### config.mk
export PLATFORM = sky130hd
export DESIGN_NAME = parking_fee_payment
export DESIGN_NICKNAME = d
export VERILOG_FILES = /design/src/rtl/parking_pkg.sv /design/src/rtl/coin_dispenser.sv /design/src/rtl/parking_fee_payment.sv
export SDC_FILE = /design/constraint.sdc
export NUM_CORES = 1
export LEC_CHECK = 0
export ABC_AREA = 1
export CORE_MARGIN = 3
export CORE_UTILIZATION = 50
export CTS_CLUSTER_SIZE = 16
export DETAILED_ROUTE_END_ITERATION = 6
export GPL_TIMING_DRIVEN = 0
export PLACE_DENSITY = 0.75
export SYNTH_ARGS = -nofsm -noshare
export SYNTH_HDL_FRONTEND = slang
export SYNTH_SLANG_ARGS = --single-unit
### constraint.sdc
create_clock -name clk -period 3.5 [get_ports clk]
set_clock_uncertainty 0.15 [all_clocks]
set_input_delay 0.7 -clock clk [delete_from_list [all_inputs] [get_ports clk]]
set_output_delay 0.7 -clock clk [all_outputs]
set_load 0.05 [all_outputs]
### src/rtl/parking_pkg.sv
// ============================================================================
// Module   : parking_pkg
// Purpose  : Shared types, coin encoding and defaults for the parking kiosk.
// Revision : 1.0 - initial release
// ============================================================================
`default_nettype none

package parking_pkg;

    localparam int DEF_TIME_W = 11;
    localparam int DEF_AMT_W  = 16;

    typedef enum logic [2:0] {
        ST_IDLE        = 3'd0,
        ST_CALC        = 3'd1,
        ST_WAIT_PAY    = 3'd2,
        ST_CHANGE      = 3'd3,
        ST_DONE        = 3'd4,
        ST_REFUND      = 3'd5,
        ST_REFUND_DONE = 3'd6
    } park_state_t;

    localparam logic [1:0] COIN_NONE = 2'd0;
    localparam logic [1:0] COIN_1    = 2'd1;
    localparam logic [1:0] COIN_5    = 2'd2;
    localparam logic [1:0] COIN_10   = 2'd3;

    function automatic logic [3:0] coin_value(input logic [1:0] code);
        logic [3:0] value;
        case (code)
            COIN_1:  value = 4'd1;
            COIN_5:  value = 4'd5;
            COIN_10: value = 4'd10;
            default: value = 4'd0;
        endcase
        return value;
    endfunction

endpackage

`default_nettype wire

### src/rtl/coin_dispenser.sv
// ============================================================================
// Module   : coin_dispenser
// Purpose  : Greedy one-coin-at-a-time payout of a loaded amount (valid/ready).
// Revision : 1.0 - initial release
// ============================================================================
`default_nettype none

module coin_dispenser
    import parking_pkg::*;
#(
    parameter int AMT_W = DEF_AMT_W
) (
    input  logic             clk,
    input  logic             firstInteract,
    input  logic             i_load,
    input  logic [AMT_W-1:0] i_load_amount,
    input  logic             i_out_ready,
    output logic             o_out_valid,
    output logic [1:0]       o_out_code,
    output logic             o_last,
    output logic             o_empty
);

    logic [AMT_W-1:0] r_remaining;
    logic [1:0]       w_code;
    logic [3:0]       w_value;

    // Coin choice depends only on the registered remainder, so the code
    // stays put for as long as the dispenser withholds out_ready.
    always_comb begin
        w_code = COIN_NONE;
        if (r_remaining >= AMT_W'(10)) begin
            w_code = COIN_10;
        end else if (r_remaining >= AMT_W'(5)) begin
            w_code = COIN_5;
        end else if (r_remaining != '0) begin
            w_code = COIN_1;
        end
    end

    assign w_value     = coin_value(w_code);
    assign o_out_valid = (r_remaining != '0);
    assign o_out_code  = w_code;
    assign o_empty     = (r_remaining == '0);
    assign o_last      = o_out_valid && i_out_ready && (r_remaining == AMT_W'(w_value));

    always_ff @(posedge clk or posedge firstInteract) begin
        if (firstInteract) begin
            r_remaining <= '0;
        end else if (i_load) begin
            r_remaining <= i_load_amount;
        end else if (o_out_valid && i_out_ready) begin
            r_remaining <= r_remaining - AMT_W'(w_value);
        end
    end

endmodule

`default_nettype wire

### src/rtl/parking_fee_payment.sv
// ============================================================================
// Module   : parking_fee_payment
// Purpose  : Bills elapsed parking time, collects coins, pays change/refunds.
// Revision : 1.0 - initial release
// ============================================================================
`default_nettype none

module parking_fee_payment
    import parking_pkg::*;
#(
    parameter int          TIME_W  = DEF_TIME_W,
    parameter int          AMT_W   = DEF_AMT_W,
    parameter int unsigned RATE    = 2,
    parameter int unsigned GRACE   = 5,
    parameter int unsigned TIMEOUT = 1000
) (
    input  logic              clk,
    input  logic              firstInteract,
    input  logic              start,
    input  logic [TIME_W-1:0] fee,
    input  logic              coin_valid,
    input  logic [1:0]        coin_code,
    input  logic              cancel,
    output logic              coin_accept,
    output logic [AMT_W-1:0]  amount_due,
    output logic [AMT_W-1:0]  amount_paid,
    output logic              out_valid,
    output logic [1:0]        out_code,
    input  logic              out_ready,
    output logic              paid_done,
    output logic              refunded,
    output logic              busy
);

    localparam int TMR_W  = $clog2(TIMEOUT + 1);
    localparam int PROD_W = TIME_W + 32;

    park_state_t       r_state;
    logic [TIME_W-1:0] r_fee;
    logic [TMR_W-1:0]  r_timer;
    logic [AMT_W-1:0]  r_amount_due;
    logic [AMT_W-1:0]  r_amount_paid;
    logic              r_coin_accept;
    logic              r_paid_done;
    logic              r_refunded;
    logic              r_busy;

    logic [TIME_W-1:0] w_billable;
    logic [PROD_W-1:0] w_due_full;
    logic [AMT_W-1:0]  w_due_calc;
    logic [3:0]        w_coin_value;
    logic              w_coin_in;
    logic [AMT_W-1:0]  w_paid_next;
    logic              w_covered;
    logic              w_timeout;
    logic              w_go_refund;
    logic              w_go_change;
    logic              w_disp_load;
    logic [AMT_W-1:0]  w_disp_amount;
    logic              w_disp_last;
    logic              w_disp_empty;

    // Billing: subtract grace period, scale by rate, clamp to the money width.
    assign w_billable = (r_fee > TIME_W'(GRACE)) ? (r_fee - TIME_W'(GRACE)) : '0;
    assign w_due_full = PROD_W'(w_billable) * PROD_W'(RATE);
    assign w_due_calc = ((w_due_full >> AMT_W) != '0) ? {AMT_W{1'b1}}
                                                      : w_due_full[AMT_W-1:0];

    // Transition decisions see the total including this cycle's coin.
    assign w_coin_value = coin_valid ? coin_value(coin_code) : 4'd0;
    assign w_coin_in    = (w_coin_value != 4'd0);
    assign w_paid_next  = r_amount_paid + AMT_W'(w_coin_value);
    assign w_covered    = (w_paid_next >= r_amount_due);
    assign w_timeout    = !w_coin_in && (r_timer == TMR_W'(TIMEOUT - 1));
    assign w_go_refund  = cancel || (!w_covered && w_timeout);
    assign w_go_change  = !cancel && w_covered && (w_paid_next != r_amount_due);

    assign w_disp_load   = (r_state == ST_WAIT_PAY) && (w_go_refund || w_go_change);
    assign w_disp_amount = w_go_refund ? w_paid_next : (w_paid_next - r_amount_due);

    coin_dispenser #(
        .AMT_W (AMT_W)
    ) u_coin_dispenser (
        .clk           (clk),
        .firstInteract (firstInteract),
        .i_load        (w_disp_load),
        .i_load_amount (w_disp_amount),
        .i_out_ready   (out_ready),
        .o_out_valid   (out_valid),
        .o_out_code    (out_code),
        .o_last        (w_disp_last),
        .o_empty       (w_disp_empty)
    );

    always_ff @(posedge clk or posedge firstInteract) begin
        if (firstInteract) begin
            r_state       <= ST_IDLE;
            r_fee         <= '0;
            r_timer       <= '0;
            r_amount_due  <= '0;
            r_amount_paid <= '0;
            r_coin_accept <= 1'b0;
            r_paid_done   <= 1'b0;
            r_refunded    <= 1'b0;
            r_busy        <= 1'b0;
        end else begin
            case (r_state)
                ST_IDLE: begin
                    if (start) begin
                        r_fee   <= fee;
                        r_state <= ST_CALC;
                        r_busy  <= 1'b1;
                    end
                end
                ST_CALC: begin
                    r_amount_due <= w_due_calc;
                    r_timer      <= '0;
                    if (w_due_calc == '0) begin
                        r_state     <= ST_DONE;
                        r_busy      <= 1'b0;
                        r_paid_done <= 1'b1;
                    end else begin
                        r_state       <= ST_WAIT_PAY;
                        r_coin_accept <= 1'b1;
                    end
                end
                ST_WAIT_PAY: begin
                    r_amount_paid <= w_paid_next;
                    r_timer       <= w_coin_in ? '0 : (r_timer + 1'b1);
                    if (w_go_refund) begin
                        r_state       <= ST_REFUND;
                        r_coin_accept <= 1'b0;
                    end else if (w_covered) begin
                        r_coin_accept <= 1'b0;
                        if (w_go_change) begin
                            r_state <= ST_CHANGE;
                        end else begin
                            r_state     <= ST_DONE;
                            r_busy      <= 1'b0;
                            r_paid_done <= 1'b1;
                        end
                    end
                end
                ST_CHANGE: begin
                    if (w_disp_empty || w_disp_last) begin
                        r_state     <= ST_DONE;
                        r_busy      <= 1'b0;
                        r_paid_done <= 1'b1;
                    end
                end
                ST_REFUND: begin
                    // A cancel before any coin leaves nothing to pay out.
                    if (w_disp_empty || w_disp_last) begin
                        r_state    <= ST_REFUND_DONE;
                        r_busy     <= 1'b0;
                        r_refunded <= 1'b1;
                    end
                end
                ST_DONE, ST_REFUND_DONE: begin
                    r_state <= r_state;
                end
                default: begin
                    r_state <= ST_IDLE;
                end
            endcase
        end
    end

    assign coin_accept = r_coin_accept;
    assign amount_due  = r_amount_due;
    assign amount_paid = r_amount_paid;
    assign paid_done   = r_paid_done;
    assign refunded    = r_refunded;
    assign busy        = r_busy;

endmodule

`default_nettype wire

# Word-level counts from Yosys, hierarchy flattened
# Index checks and enable logic that the tools add are counted.
[classes]
n_reduce_logical = 30
magnitude_cmp = 4
mux = 37
multipliers = 0
shifts = 0
n_addsub = 5
n_div = 0
n_eq_ne = 25
bitwise = 1
[ops]
columns = ["op", "count"]
rows = [
  ["two-way mux 16 bit", 3],
  ["zero test 16 bit", 2],
  ["one-hot mux 4 bit (3 select lines)", 2],
  ["two-way mux 3 bit", 7],
  ["one-hot mux 10 bit (2 select lines)", 1],
  ["one-hot mux 3 bit (6 select lines)", 1],
  ["adder 16 x 4 -> 16 bit", 1],
  ["equality test 16 x 4 -> 1 bit", 1],
  ["greater-or-equal comparator 16 x 12 -> 1 bit", 1],
  ["greater-or-equal comparator 16 x 3 -> 1 bit (second input constant)", 1],
  ["greater-or-equal comparator 16 x 4 -> 1 bit (second input constant)", 1],
  ["!= test 16 x 12 -> 1 bit", 1],
  ["!= test 2 bit (second input constant)", 8],
  ["nonzero test 16 bit", 1],
  ["subtractor 16 x 12 -> 16 bit", 1],
  ["subtractor 16 x 4 -> 16 bit", 1],
  ["two-way mux 1 bit", 15],
  ["> comparator 11 x 3 -> 1 bit (second input constant)", 1],
  ["two-way mux 11 bit", 1],
  ["subtractor 11 x 3 -> 11 bit (second input constant)", 1],
  ["adder 10 x 1 -> 10 bit (second input constant)", 1],
  ["equality test 10 bit (second input constant)", 1],
  ["two-way mux 10 bit", 1],
  ["equality test 3 bit (second input constant)", 3],
  ["25 further kinds", 45],
]
[word_totals]
ramBits = 0
in_bits = 19
ff_bits = 71
output_inout_bits = 39
memories = 0
latch_bits = 0
mem_bits_ro = 0

# Longest topological paths before layout
# Gate-level depths: netlist of the first run.
[logic_depth]
ltp_word = 11
ltp_mapped = 27
mapped_depth_nobuf = 27

# By module
# Synthesis of the first run repeated with hierarchy kept, for this count alone.
[unflattened]
cells_unflattened = 814
hier_area_um2 = 5555.3
[modules_own_cells]
columns = ["module", "cells_each", "area_per_inst_um2", "seq_area_each_um2", "instances"]
rows = [
  ["parking_fee_payment", 581, 4042.6, 1376.3, 1],
  ["coin_dispenser", 233, 1512.7, 400.4, 1],
]

# Worst setup path before layout of the first run
# Ideal clock, no wire load.
[synth_path]
path_type = "flip-flop to flip-flop"
startpoint = "register u_coin_dispenser.r_remaining[7]"
endpoint = "register u_coin_dispenser.r_remaining[14]"
period_less_slack_ns = 5.354
setup_ns = 0.113
path_slack_ns = -1.854
arrival_ns = 5.091
path_stages_with_launch = 24
n_path_buf = 0
cell_sequence = "dfrtp_1 inv_1 nand2_1 nor3_1 nand2_1 nor2_1 o21ai_0 o21ai_0 inv_1 ha_1 inv_1 ha_1 fa_1 or2_2 nand2_1 a21oi_1 nand3_1 inv_1 nand3_1 nor3_1 xor2_1 nand2_1 nand2_1 inv_1"
[synth_between]
word_cells_on_any_way = 15
cone_classes = "1 x add/sub; 2 x order compare; 3 x eq/ne; 6 x mux; 3 x reduce/logical"
[synth_lines]
columns = ["item", "line_no", "text"]
rows = [
  ["start: declaration", "coin_dispenser.sv:24", "logic [AMT_W-1:0] r_remaining;"],
  ["start signal: assignment", "coin_dispenser.sv:51", "r_remaining <= i_load_amount;"],
  ["start signal: assignment", "coin_dispenser.sv:53", "r_remaining <= r_remaining - AMT_W'(w_value);"],
  ["greater-or-equal comparator 16 x 3 -> 1 bit", "coin_dispenser.sv:34", "end else if (r_remaining >= AMT_W'(5)) begin"],
  ["two-way mux 2 bit", "coin_dispenser.sv:34", ""],
  ["two-way mux 2 bit *", "coin_dispenser.sv:32", "if (r_remaining >= AMT_W'(10)) begin"],
  ["named net out_code[1]", "parking_fee_payment.sv:28", "output logic [1:0] out_code,"],
  ["equality test 2 bit or equality test 2 x 1 -> 1 bit (tied branches)", "parking_pkg.sv:30", "case (code)"],
  ["one-hot mux 4 bit (3 select lines) *", "parking_pkg.sv:30", ""],
  ["subtractor 16 x 4 -> 16 bit *", "coin_dispenser.sv:53", ""],
  ["two-way mux 16 bit *", "coin_dispenser.sv:52", "end else if (o_out_valid && i_out_ready) begin"],
  ["two-way mux 16 bit *", "coin_dispenser.sv:50", "end else if (i_load) begin"],
]
# Mark *: on every way through the listed nets, which the timed path passes. The rest lies on a longest branch. The select of a mux whose other input is x is not followed.
# A chain may end at the register's enable or synchronous reset.

# Worst setup path after layout of the first run
[layout_path]
startpoint = "input coin_code[0]"
endpoint = "register u_coin_dispenser.r_remaining[14]"
[layout_between]
elab_chain_len = 11
word_cells_on_any_way = 22
cone_classes = "2 x add/sub; 1 x order compare; 4 x eq/ne; 4 x mux; 11 x reduce/logical"
[layout_lines]
columns = ["item", "line_no", "text"]
rows = [
  ["start: declaration", "parking_fee_payment.sv:22", "input logic [1:0] coin_code,"],
  ["equality test 2 bit or equality test 2 x 1 -> 1 bit (tied branches)", "parking_pkg.sv:30", ""],
  ["one-hot mux 4 bit (3 select lines) *", "parking_pkg.sv:30", ""],
  ["two-way mux 4 bit *", "parking_fee_payment.sv:70", "assign w_coin_value = coin_valid ? coin_value(coin_code) : 4'd0;"],
  ["adder 16 x 4 -> 16 bit *", "parking_fee_payment.sv:72", "assign w_paid_next = r_amount_paid + AMT_W'(w_coin_value);"],
  ["named net w_paid_next[6]", "parking_fee_payment.sv:53", "logic [AMT_W-1:0] w_paid_next;"],
  ["greater-or-equal comparator 16 x 12 -> 1 bit", "parking_fee_payment.sv:73", "assign w_covered = (w_paid_next >= r_amount_due);"],
  ["zero test 1 bit", "parking_fee_payment.sv:75", "assign w_go_refund = cancel || (!w_covered && w_timeout);"],
  ["logical AND 1 bit", "parking_fee_payment.sv:75", ""],
  ["logical OR 1 bit", "parking_fee_payment.sv:75", ""],
  ["logical OR 1 bit", "parking_fee_payment.sv:78", "assign w_disp_load = (r_state == ST_WAIT_PAY) && (w_go_refund || w_go_change);"],
  ["logical AND 1 bit", "parking_fee_payment.sv:78", ""],
  ["two-way mux 16 bit or nonzero test 2 bit (tied branches)", "n/a", ""],
]
# Mark *: on every way through the listed nets, which the timed path passes. The rest lies on a longest branch.

==> impl_metrics.toml, run 1 <==
[outcome]
status = "complete, but fails checks"
violations = "setup timing"

[global_route]
grt_pass1_vias = 5537
grtUsageTotal_pct = 25.4
grt_max_degree = 40
globalRouteOverflowTotal = 0
grt_antenna_before_repair = 0
grt_pass1_wl_um = 25800

[final_layout]
nets = 950
areaGrowthSynthToFinish_pct = 38.4
fin_area_sq_mm = 0.00757
antenna_cells = 0
drive_gt1_share_pct = 25.1
final_util_pct = 72.3
fin_cells = 1043

[worst_setup_path]
cp_max_fo = 4
r2r_start = "u_coin_dispenser.r_remaining[10]$_DFFE_PP0P_"
setup.worst_path.start = "coin_code[0]"
rr_endpoint = "u_coin_dispenser.r_remaining[12]$_DFFE_PP0P_"
reg2regPathDepth = 23
crit_required_ps = 3610
critPathCapture = "u_coin_dispenser.r_remaining[14]$_DFFE_PP0P_"
cp-start-kind = "input pin"
endpoint_kind = "flip-flop"
arrival_ps = 3950
path_class = "in -> reg"
rrSetupSlack_ps = -160

[sta]
fmax_ghz = 0.261
worst_slew_pin_slew_ps = 632
fin_crit_ps = 3830
finalSetupViolCount = 22
slew_viol_final = 0
hold_viol_final = 0
hold-worst-slack_ps = 313
relSlewSlack_pct = 57.7
setup_slack_ps = -332
post-route-period-util_pct = 109
rsz0062_at_grt = "true"

[synthesis]
synth_top_cell_area_share_pct = 32.5
netlist_area_sq_mm = 0.00547
synth_cell_types = 43
synth_top_area_cell = "dfrtp_1"
syn_area_per_cell_sq_um = 6.92
yosysSeqAreaShare_pct = 32.5
syn_inst = 790
synthTopCellsByArea = "dfrtp_1 32%, nand2_1 16%, inv_1 7.7%"
yosysWarnings = 0
ys_ff_latch = 71

[routing]
ant_nets = 0
wire_per_inst_um = 16.2
drt-total-wl_um = 16900
drtIter0Drc = 482
drt_pre_antenna_iters = 5
via_count = 5795
vias_per_cell = 5.56
drc = 0

[worst_hold_path]
hp-class = "reg -> reg"

[floorplanning]
core.rowCount = 37
fp.dieH_um = 111
initial_core_util_pct = 52.3
die_x_um = 111
core-area_sq_mm = 0.0105
ios = 58
die_area_sq_mm = 0.0122

[cts]
clk_path_buf_depth = 2
root_buffer = "clkbuf_8"
cts_made_buffers = 9
clock-sinks = 71
cts_hold_buf = 0
cts.clk_slew.worst_paths_ps = 80
clk_latency_ps = 370
h-tree-depth = 3
tritoncts = "done"

[placement]
placed_area_sq_mm = 0.00634
dp.cells = 983
dp_hpwl_um = 11000
routabilityCongestion = 0.936
io_buffers = 52

[pwr]
power_density_mw_per_mm2 = 921
fin_total_pwr_mw = 6.97
ir_drop_v = 0.000615
leakage_nw = 3.59

[job]
cap_violations = 0
==> layout by cell type, fill, tap and decap left out, types with 4 or more instances in the layout <==
cell	instances
a21oi_1	20
a21oi_2	6
buf_12	5
buf_4	38
buf_6	9
clkbuf_1	10
clkbuf_8	9
clkdlybuf4s50_1	49
conb_1	5
dfrtp_1	71
ha_1	12
ha_4	13
inv_1	101
inv_2	9
inv_4	4
mux2_2	5
nand2_1	184
nand2_2	36
nand2_4	12
nand2_8	4
nand3_1	50
nand3_2	11
nand3b_1	4
nand4_1	20
nor2_1	54
nor2_2	10
nor2_4	6
o21ai_0	46
o21ai_1	5
o21ai_2	6
o22ai_1	5
or2_2	4
xnor2_1	7
xor2_1	18
xor2_2	5
xor2_4	4
==> worst max-delay path, cell delays in order <==
cell	delay, ps
buf_12	90
inv_8	30
ha_4	260
nor2_4	40
ha_4	160
fa_2	350
nand2_2	90
nand2_4	70
nand3_4	110
xor2_4	230
ha_4	250
nand2_1	60
inv_1	80
a21oi_2	240
o21ai_2	110
buf_4	140
nor4_1	450
nand3_1	170
nand2_1	110
nand3_2	90
nand2_1	80
inv_1	40
==> cell usage after synthesis <==
library cell  number
or2_2              4
o21ai_2            2
mux2_2             5
o211ai_1           3
nand3_2            2
nand2_2            4
conb_1             1
nand3b_1           4
nand4_1           20
fa_1               3
nor4_1             3
nor3b_1            2
nand3_1           62
o21ai_1            2
a21o_1             3
clkbuf_1           8
clkinv_1           2
nor3_1             6
dfrtp_1           71
o22ai_1            5
nand2_8            2
o21ai_0           55
buf_8              1
nand4_4            1
nand2_1          228
a21boi_0           1
nor2_1            65
buf_4              7
a31oi_1            1
o32ai_1            1
inv_1            112
ha_1              26
buf_6              1
nand4_2            1
a21oi_1           27
nand2_4            1
inv_2              4
xor2_1            27
nor2_4             2
xnor2_1            8
o21bai_1           2
buf_2              2
nor2_2             3
==> metrics by stage <==
stage	setup TNS, ps	setup slack [ps]
after floorplan	-6220	-320
after global placement	-60130	-1480
after detailed placement	-31030	-1520
after CTS	-2220	-144
after global routing	-7900	-438
final	-4940	-332
==> report_power, final <==
group / internal, mW / switching (mW)
registers: 1.14 / 0.367
clock network: 0.258 / 0.337
logic: 1.87 / 2.99
==> timing repair <==
item | 4_1_cts | 5_1_grt
endpoints found under the setup margin | 22 | 22
pin swaps | 31 | 28
cloned | 3 | 0
resized for setup | 79 | 88
buffers inserted | 25 | 17
==> registers in the layout, summed over array words and instances, names as in the netlist <==
signal,flops
r_state,3
paid_done,1
busy,1
r_fee,11
coin_accept,1
amount_paid,16
amount_due,11
u_coin_dispenser.r_remaining,16
r_timer,10
refunded,1
==> final cells by class <==
class                           instances  area [sq um]
Inverter                              118           468
Clock buffer                           11           131
Tap cell                              136           170
Sequential cell                        71          1780
Multi-Input combinational cell        587          3890
Fill cell                             771          2900
Timing Repair Buffer                   96           956
Clock inverter                          5          35.0
Buffer                                 19           140
==> metal layers <==
layer,track usage [%],part of all wire (%),vias up
li1,-,-,2744
met1,31.2,41,2734
met2,42.8,48,260
met3,4.88,6.3,57
met4,12.0,4.0,0
met5,0,0,-
==> worst min-delay path by stage <==
stage	startpoint	to	slack, ps	cells after the start
finish	paid_done$_DFFE_PP0P_	paid_done$_DFFE_PP0P_	310	1
global route	paid_done$_DFFE_PP0P_	paid_done$_DFFE_PP0P_	340	1
CTS	paid_done$_DFFE_PP0P_	paid_done$_DFFE_PP0P_	320	1
detailed placement	paid_done$_DFFE_PP0P_	paid_done$_DFFE_PP0P_	300	1
global placement	paid_done$_DFFE_PP0P_	paid_done$_DFFE_PP0P_	290	1
floorplan	u_coin_dispenser.r_remaining[6]$_DFFE_PP0P_	u_coin_dispenser.r_remaining[6]$_DFFE_PP0P_	340	2
==> kinds of logic after synthesis <==
family | synth area share (%)
xor+xnor | 5.61
buf+inv | 10.3
compound gates | 10.1
simple gates | 33.4
other cells | 0.0686
fa+ha+maj | 7.05
flops | 32.5
mux | 1.03
No activity file was read; power rests on OpenSTA's default activity.
==> run 2, diff against run 1 <==
==> constraint.sdc (replaced) <==
create_clock -name clk -period 3.5 [get_ports clk]
set_clock_uncertainty 0.15 [all_clocks]
set_input_delay 0.35 -clock clk [delete_from_list [all_inputs] [get_ports clk]]
set_output_delay 0.35 -clock clk [all_outputs]
set_load 0.05 [all_outputs]
==> run 2 against run 1 <==
The flow still finishes with violations (setup timing). Global-route usage shrank 0.45 points. Via count shrank 1.7%. Power shrank 1.7%. First-iteration DRC count shrank 15%. Cell count is essentially flat. Count of clock-buffer cells in the layout is the same. Wire length shrank 5.8%. Critical endpoint is now u_coin_dispenser.r_remaining[6]$_DFFE_PP0P_. Non-clock buffer count is the same. Clock power grew 17%. Combinational power shrank 4.7%.
==> impl_metrics.toml, run 2 (synthesis results as in run 1) <==
[sta]
setup_slack_ps = -57.9
finalSetupViolCount = 10
hold_viol_final = 0
rsz0062_at_grt = "true"
fmax_ghz = 0.281
post-route-period-util_pct = 102
relSlewSlack_pct = 41.3
worst_slew_pin_slew_ps = 880
hold-worst-slack_ps = 310
slew_viol_final = 0
fin_crit_ps = 3560

[outcome]
status = "complete, but fails checks"
violations = "setup timing"

[floorplanning]
core-area_sq_mm = 0.0105
core.rowCount = 37
die_x_um = 111
initial_core_util_pct = 52.3
die_area_sq_mm = 0.0122
fp.dieH_um = 111
ios = 58

[global_route]
grtUsageTotal_pct = 24.9
grtUsageMet2_pct = 41.8
grt_pass1_vias = 5344
grt_max_degree = 72
top_usage_layer = "met2"
grt_antenna_before_repair = 0
grt_pass1_wl_um = 25300
grt_util_met3_pct = 3.62
use_met1_pct = 32.4
globalRouteOverflowTotal = 0

[worst_setup_path]
slowest_stage = "dfrtp_1"
cp_max_fo = 6
arrival_ps = 3660
slowest_delay_ps = 440
cp_num_buf_inv = 2
path_class = "reg -> reg"
endpoint_kind = "flip-flop"
reg2regPathDepth = 20
worst_path_most_repeated_cell = "nand2_1"
cp_top_family = "simple AND/OR/NAND/NOR gates"
cp-start-kind = "flip-flop"
path_cells = "ha_4 > nand2_1 > nor2_1 > nand3_2 > nand2_2 > nand4_1 > xor2_2 > ha_4 > a21oi_2 > a21boi_4 > o21ai_4 > nor2_4 > nand4_4 > nand2_8 > buf_8 > inv_4 > nand2_1 > nand3_2 > nand2_1 > nand2_1"
crit_required_ps = 3600
crit_cells = 20

[routing]
drc = 0
vias_per_cell = 5.46
drt-total-wl_um = 15900
drt_pre_antenna_iters = 5
wire_per_inst_um = 15.2
ant_nets = 0
via_count = 5696
drtIter0Drc = 412

[cts]
clk_latency_ps = 360
tritoncts = "done"
root_buffer = "clkbuf_8"
h-tree-depth = 3
clk_path_buf_depth = 2
cts.clk_slew.worst_paths_ps = 80
cts_made_buffers = 9
clock-sinks = 71

[pwr]
power_density_mw_per_mm2 = 902
leakage_nw = 3.57
ir_drop_v = 0.000464

[final_layout]
fin_area_sq_mm = 0.00759
final_common_cell = "nand2_1"
layout_common_cells = "200 x nand2_1, 97 x inv_1, 69 x dfrtp_1"
areaGrowthSynthToFinish_pct = 38.9
drive_gt1_share_pct = 25.3
nets = 951
final_util_pct = 72.6
antenna_cells = 0

[placement]
placed_area_sq_mm = 0.00634
routabilityCongestion = 0.938
io_buffers = 52
dp_slack_ps = -1260
dp_hpwl_um = 10800

[worst_hold_path]
hp-class = "reg -> reg"
hold_depth = 1

[job]
cap_violations = 0
[run 2: cell types whose count changed in the layout (fill, tap and decap cells not counted), moves of 4 or more]
| cell | change |
|---|---|
| nand3_1 | -6 |
| buf_12 | -4 |
| buf_4 | +7 |
| nand2_4 | -4 |
| nand2_2 | -11 |
| nand2_1 | +16 |
| ha_1 | -4 |
| inv_1 | -4 |
| nand3_2 | +5 |
[run 2: path summary, 6_finish.rpt]
| kind | from | end | slack [ps] |
|---|---|---|---|
| worst min register to register | paid_done$_DFFE_PP0P_ | paid_done$_DFFE_PP0P_ | 310 |
| worst min-delay path | paid_done$_DFFE_PP0P_ | paid_done$_DFFE_PP0P_ | 310 |
| worst max register to register | amount_paid[3]$_DFFE_PP0P_ | u_coin_dispenser.r_remaining[6]$_DFFE_PP0P_ | -60 |
| min in group asynchronous | firstInteract | amount_due[3]$_DFFE_PP0P_ | 380 |
| max in group asynchronous | firstInteract | u_coin_dispenser.r_remaining[10]$_DFFE_PP0P_ | 2200 |
| worst max-delay path | amount_paid[3]$_DFFE_PP0P_ | u_coin_dispenser.r_remaining[6]$_DFFE_PP0P_ | -60 |
[run 2: per-layer routing]
| metal | part of all wire (%) | vias to the layer above |
|---|---|---|
| met5 | 0 | - |
| met4 | 3.4 | 0 |
| met3 | 6.8 | 48 |
| met2 | 48 | 236 |
| met1 | 42 | 2660 |
| li1 | - | 2752 |
[run 2: layout make-up]
class                           instances  area (sq um)
Timing Repair Buffer                   96           886
Sequential cell                        71          1780
Clock buffer                           11           151
Multi-Input combinational cell        588          3940
Fill cell                             805          2870
Inverter                              118           473
Clock inverter                          5          56.3
Buffer                                 19           136
Tap cell                              136           170
[run 2: stage by stage]
step                      instances  setup TNS (ps)  power [mW]
final                          1044            -232        6.85
after global routing           1044           -4550        7.39
after CTS                      1021               0        6.26
after floorplan                 794            -540        4.25
after global placement          982          -26170        5.13
after detailed placement        982          -25840        5.20
[run 2: timing repair]
| item | CTS | global route |
|---|---|---|
| gates resized for setup | 58 | 92 |
| setup endpoints to repair | 22 | 22 |
| buffers inserted | 20 | 23 |
| pin swaps | 19 | 53 |
| hold buffers | 0 | 0 |
| cloned | 3 | 0 |
[run 2: power by group]
part / internal, mW / switching (mW)
Combinational: 1.78 / 2.84
Sequential: 1.15 / 0.383
Clock: 0.367 / 0.328
==> variant 1, RTL diff (settings of run 1) <==
The package constant `DEF_TIME_W` goes from 11 to 22.
--- a/src/rtl/parking_pkg.sv
+++ b/src/rtl/parking_pkg.sv
@@ -8,5 +8,5 @@
 package parking_pkg;
 
-    localparam int DEF_TIME_W = 11;
+    localparam int DEF_TIME_W = 22;
     localparam int DEF_AMT_W  = 16;
 
Ports: changed (resized fee); port bits go from 58 to 69. No check against the original RTL was run, so the function may have changed too.
==> variant 1 against run 1 <==
The run still ends with negative setup slack left. Routed wire length grew 8.3%. Design area grew 13%. Worst setup slack lost 0.36 ns. Sequential cell count grew 16. Synthesized area grew 17%. Power shrank 13%. Maximum frequency shrank 8.6%. Largest cell class unchanged. Highest routed layer unchanged.
==> variant 1: results (changes against run 1) <==
STA
  – Sum of negative setup slack: -13.69 ns (-8.747 ns)
  – Final Setup Violations: 22 (unchanged)
  – Worst slew margin: 53.66% (-4.1 points)
  – Worst setup margin: -0.6911 ns (-0.3591 ns)

GRT
  – Total GRT Usage: 25.72% (+0.33 points)
  – Largest net degree at the start of global routing: 60 (+50%)
  – First-pass GRT wire length: 29.44 mm (+14%)

Power
  – Leak: 4.020 nW (+12%)

Routing
  – DR vias: 6,205 (+7.1%)
  – Met2 wire len: 8.970 mm (+9.8%)
  – 1st-iter DRT viols: 409 (-15%)
  – WL final: 18.25 mm (+8.3%)

Clock tree
  – Root Buffer Master: clkbuf_16
  – Worst-Skew Late Latency: 0.35 ns (-0.02 ns)

Final layout
  – Final Net Count: 1,047 (+10%)
  – Share of layout cells above drive strength 1: 22.27% (-2.9 points)
  – Finished Layout Cells: 1,156 (+11%)

Placed design
  – PortBufs: 68 (+31%)
  – Placed cell count: 1,100 (+12%)
  – DPL Wire Length: 13.13 mm (+19%)
  – Post-Place Cell Area: 0.007562 mm² (+19%)

Run status
  – Status: finished, violations left
  – Failing checks: negative setup slack

Critical path
  – Critical path's slowest cell: ha_4
  – Critical Path Max Stage Delay: 0.30 ns (-0.15 ns)
  – R2R Setup Slk: -0.42 ns (-0.26 ns)
  – WP data arrival: 4.29 ns (+0.34 ns)
  – Worst r2r path cells: 22 (-4.3%)
  – Critical Path End: u_coin_dispenser.r_remaining[4]

Hold path
  – Hold Crit Depth: 2 (+1)

Synthesis
  – Compound-Gate Fraction of Synth Area: 13.92% (+3.8 points)
  – Syn_area_per_cell: 7.403 µm² (+7.0%)
  – Post-synthesis mux area share: 1.234% (+0.20 points)
## variant 1: cell types whose count changed in the layout (fill, tap and decap cells not counted), moves of 9 or more
cell,before,now
nor2_4,6,16
nand3_1,50,38
o21ai_1,5,16
dfrtp_1,71,87
nor2_1,54,83
a21oi_1,20,38
clkbuf_16,0,9
nand2_1,184,173
a22oi_1,0,10
clkdlybuf4s50_1,49,64
nand2_2,36,18
## variant 1: report_power, final
group          switching [mW]  total [mW]  leakage (nW)  internal [mW]
Clock                   0.433        1.01         0.147          0.580
Sequential              0.389        1.72          1.02           1.33
Combinational            2.06        3.31          2.85           1.25
## variant 1: routing by layer
metal	track usage, %	vias up
li1	-	3065
met1	31.54	2913
met2	43.91	176
met3	4.938	51
met4	11.30	0
met5	0	-
## variant 1: worst min path at each step
stage,from,to,slack [ns]
6_report,paid_done,paid_done,0.32
5_1_grt,paid_done,paid_done,0.35
4_1_cts,coin_accept,coin_accept,0.33
3_5_place_dp,paid_done,paid_done,0.31
3_3_place_gp,paid_done,paid_done,0.30
2_1_floorplan,r_timer[8],r_timer[8],0.33
## variant 1: metrics by stage
step / setup slack, ns / power [mW] / utilization (%)
after floorplan: -0.6462 / 3.821 / -
after CTS: -0.8047 / 5.843 / 67.56
after global routing: -0.9160 / 6.478 / 69.94
final: -0.6911 / 6.043 / 69.94
after detailed placement: -2.022 / 4.638 / 61.67
after global placement: -1.974 / 4.572 / 61.43
## variant 1: critical path, delay by kind of cell
family	cells	cell delay [ns]
simple gates	11	1.27
buf+inv	8	0.80
fa+ha+maj	3	0.63
compound gates	4	0.58
xor+xnor	1	0.26
## variant 1: kinds of logic after synthesis
kind of cell    Yosys count
simple gates            404
compound gates          148
buf+inv                 140
flops                    87
xor+xnor                 43
fa+ha+maj                34
mux                       7
## variant 1: final cells by class
cell class	count	area (µm²)
buffer	18	123.9
sequential	87	2177
tap	168	210.2
clock buffer	11	242.7
timing repair buffer	109	1060
fill	1007	3686
multi-input combinational	636	4213
clock inverter	5	63.81
inverter	122	485.5
## variant 1: timing repair
item / CTS / global route
buffers inserted: 30 / 10
cloned: 1 / 0
pin swaps: 26 / 22
gates resized for setup: 57 / 42
endpoints found under the setup margin: 23 / 22
==> variant 2, RTL diff (config.mk and constraints of run 1) <==
Made on the original files. Encoding of `park_state_t`: now one-hot (7 bits for 7 states).
--- a/src/rtl/parking_pkg.sv
+++ b/src/rtl/parking_pkg.sv
@@ -11,12 +11,12 @@
     localparam int DEF_AMT_W  = 16;
 
-    typedef enum logic [2:0] {
-        ST_IDLE        = 3'd0,
-        ST_CALC        = 3'd1,
-        ST_WAIT_PAY    = 3'd2,
-        ST_CHANGE      = 3'd3,
-        ST_DONE        = 3'd4,
-        ST_REFUND      = 3'd5,
-        ST_REFUND_DONE = 3'd6
+    typedef enum logic [6:0] {
+        ST_IDLE        = 7'b0000001,
+        ST_CALC        = 7'b0000010,
+        ST_WAIT_PAY    = 7'b0000100,
+        ST_CHANGE      = 7'b0001000,
+        ST_DONE        = 7'b0010000,
+        ST_REFUND      = 7'b0100000,
+        ST_REFUND_DONE = 7'b1000000
     } park_state_t;
 
Check against the original RTL: no difference found for any inputs over 4 cycles, from zero or initial values and one cycle with firstInteract high; so few cycles prove little.
==> variant 2 against run 1 <==
The flow still finishes with violations (negative setup slack). Sequential power rose by 13%. Routed wire length fell by 3.3%. Sequential cell count rose by 4. Worst setup slack got worse by 0.069 ns. Synthesized area rose by 1.4%. Power rose by 7.7%. Design area fell by 0.50%. Largest power group unchanged. Highest routed layer unchanged.
==> variant 2: results (changes against run 1) <==
GRT
  – GRT met3 Usage: 6.223% (+1.3 points)
  – Largest net degree at the start of global routing: 68 (+70%)
  – M1 GR Usage: 30.86% (-0.34 points)
  – Total GRT Usage: 25.79% (+0.40 points)
  – First-pass GRT wire length: 26.39 mm (+2.3%)
  – GR met2 Demand/Resource: 44.99% (+2.2 points)
  – Grt ovf: 0 (unchanged)

Critical path
  – Reg-to-reg endpoint: u_coin_dispenser.r_remaining[14]
  – Critical Path Fanout Max: 5 (+1)
  – FF-to-FF Start: u_coin_dispenser.r_remaining[12]
  – Critical Path Max Stage Delay: 0.27 ns (-0.18 ns)
  – Critical Path End: u_coin_dispenser.r_remaining[4]
  – R2R Setup Slk: -0.30 ns (-0.14 ns)
  – WP data arrival: 4.01 ns (+0.06 ns)
  – Critical path's slowest cell: ha_4

Routing
  – 1st-iter DRT viols: 404 (-16%)
  – DR vias: 5,735 (-1.0%)
  – WL final: 16.30 mm (-3.3%)

Clock tree
  – Post-CTS Setup Bufs: 29 (+16%)
  – Post_cts resized: 82 (+3.8%)
  – CTS clk-pin slew, worst paths: 0.10 ns (+0.02 ns)
  – Root Buffer Master: clkbuf_8
  – Cts bufs inserted: 9 (unchanged)

Placed design
  – Placed cell count: 984 (+0.10%)
  – DPL Wire Length: 11.05 mm (about the same)
  – GPL Wtd Cong: 0.9194 (-1.8%)
  – Place WS: -1.548 ns (-0.02553 ns)
  – Post-Place Cell Area: 0.006440 mm² (+1.5%)

Power
  – Maximum VDD drop: 0.5934 mV (-3.6%)
  – Comb pwr share: 66.5% (-3.3 points)
  – Comb pwr: 4.99 mW (+3%)
  – Sequential power share: 22.8% (+1.1 points)

STA
  – Hold WS: 0.3206 ns (+0.007752 ns)
  – Sum of negative setup slack: -7.141 ns (-2.201 ns)
  – Final Setup Violations: 24 (+9.1%)
  – Worst slew margin: 52.33% (-5.4 points)
  – Worst setup margin: -0.4006 ns (-0.06862 ns)

Final layout
  – Multi-input logic cell count: 586 (-0.17%)
  – NonClk Buf Share: 15.22% (+0.74 points)
  – Clock buf count: 10 (-1)
  – Clock-cell share: 3.074% (+0.88 points)
  – Final Net Count: 951 (+0.11%)
  – Seq area share: 24.96% (+1.5 points)
  – Inverter count: 112 (-5.1%)
  – Register cell area after layout: 0.001879 mm² (+5.8%)
  – Non-CTS buffers: 119 (+3.5%)
  – Footprint of the multi-input gates: 0.003662 mm² (-5.9%)
  – Layout fillers: 796 (+3.2%)
  – Share of layout cells above drive strength 1: 22.36% (-2.8 points)

Hold path
  – Hold Crit Depth: 2 (+1)
  – Hold path startpoint: refunded

Synthesis
  – Yosys cell types: 43 (unchanged)
  – Post-synth top cells: 238 x nand2_1, 109 x inv_1, 74 x dfrtp_1, 65 x nand3_1, 59 x nor2_1
  – Area contributors post-synth: dfrtp_1 33%, nand2_1 16%, inv_1 7.4%
  – Seq/Total Area, Yosys: 33.86% (+1.4 points)
  – Syn_area_per_cell: 7.012 µm² (+1.3%)
  – Synth Register Bits: 75 (+5.6%)

Run status
  – Status: finished, violations left
  – Failing checks: negative setup slack

Die
  – Core area: 0.01056 mm² (+0.89%)
==> variant 2: cell count changes after synthesis, sizes merged, moves of 3 or more <==
cell   change
nor2       -9
nand3      +4
nor4       +6
inv        -6
dfrtp      +3
a21o       -3
nand2     +11
mux2       -5
a21oi     -11
nor3       +5
buf        +5
==> variant 2: layer usage <==
layer,vias up,wire length [µm],share of wire (%)
met1,2742,6584,40
met5,-,0,0
li1,2753,-,-
met3,47,963,5.9
met4,0,468,2.9
met2,193,8286,51
==> variant 2: cell families after synthesis <==
group                      after synthesis  share of synthesized area (%)
AOI/OAI and AO/OA                       91                          9.068
xor gates and xnor gates                37                          5.843
adders and majority gates               29                          6.948
buffers and inverters                  134                          10.20
DFF                                     75                          33.86
other                                    1                        0.06761
and+or+nand+nor                        424                          34.02
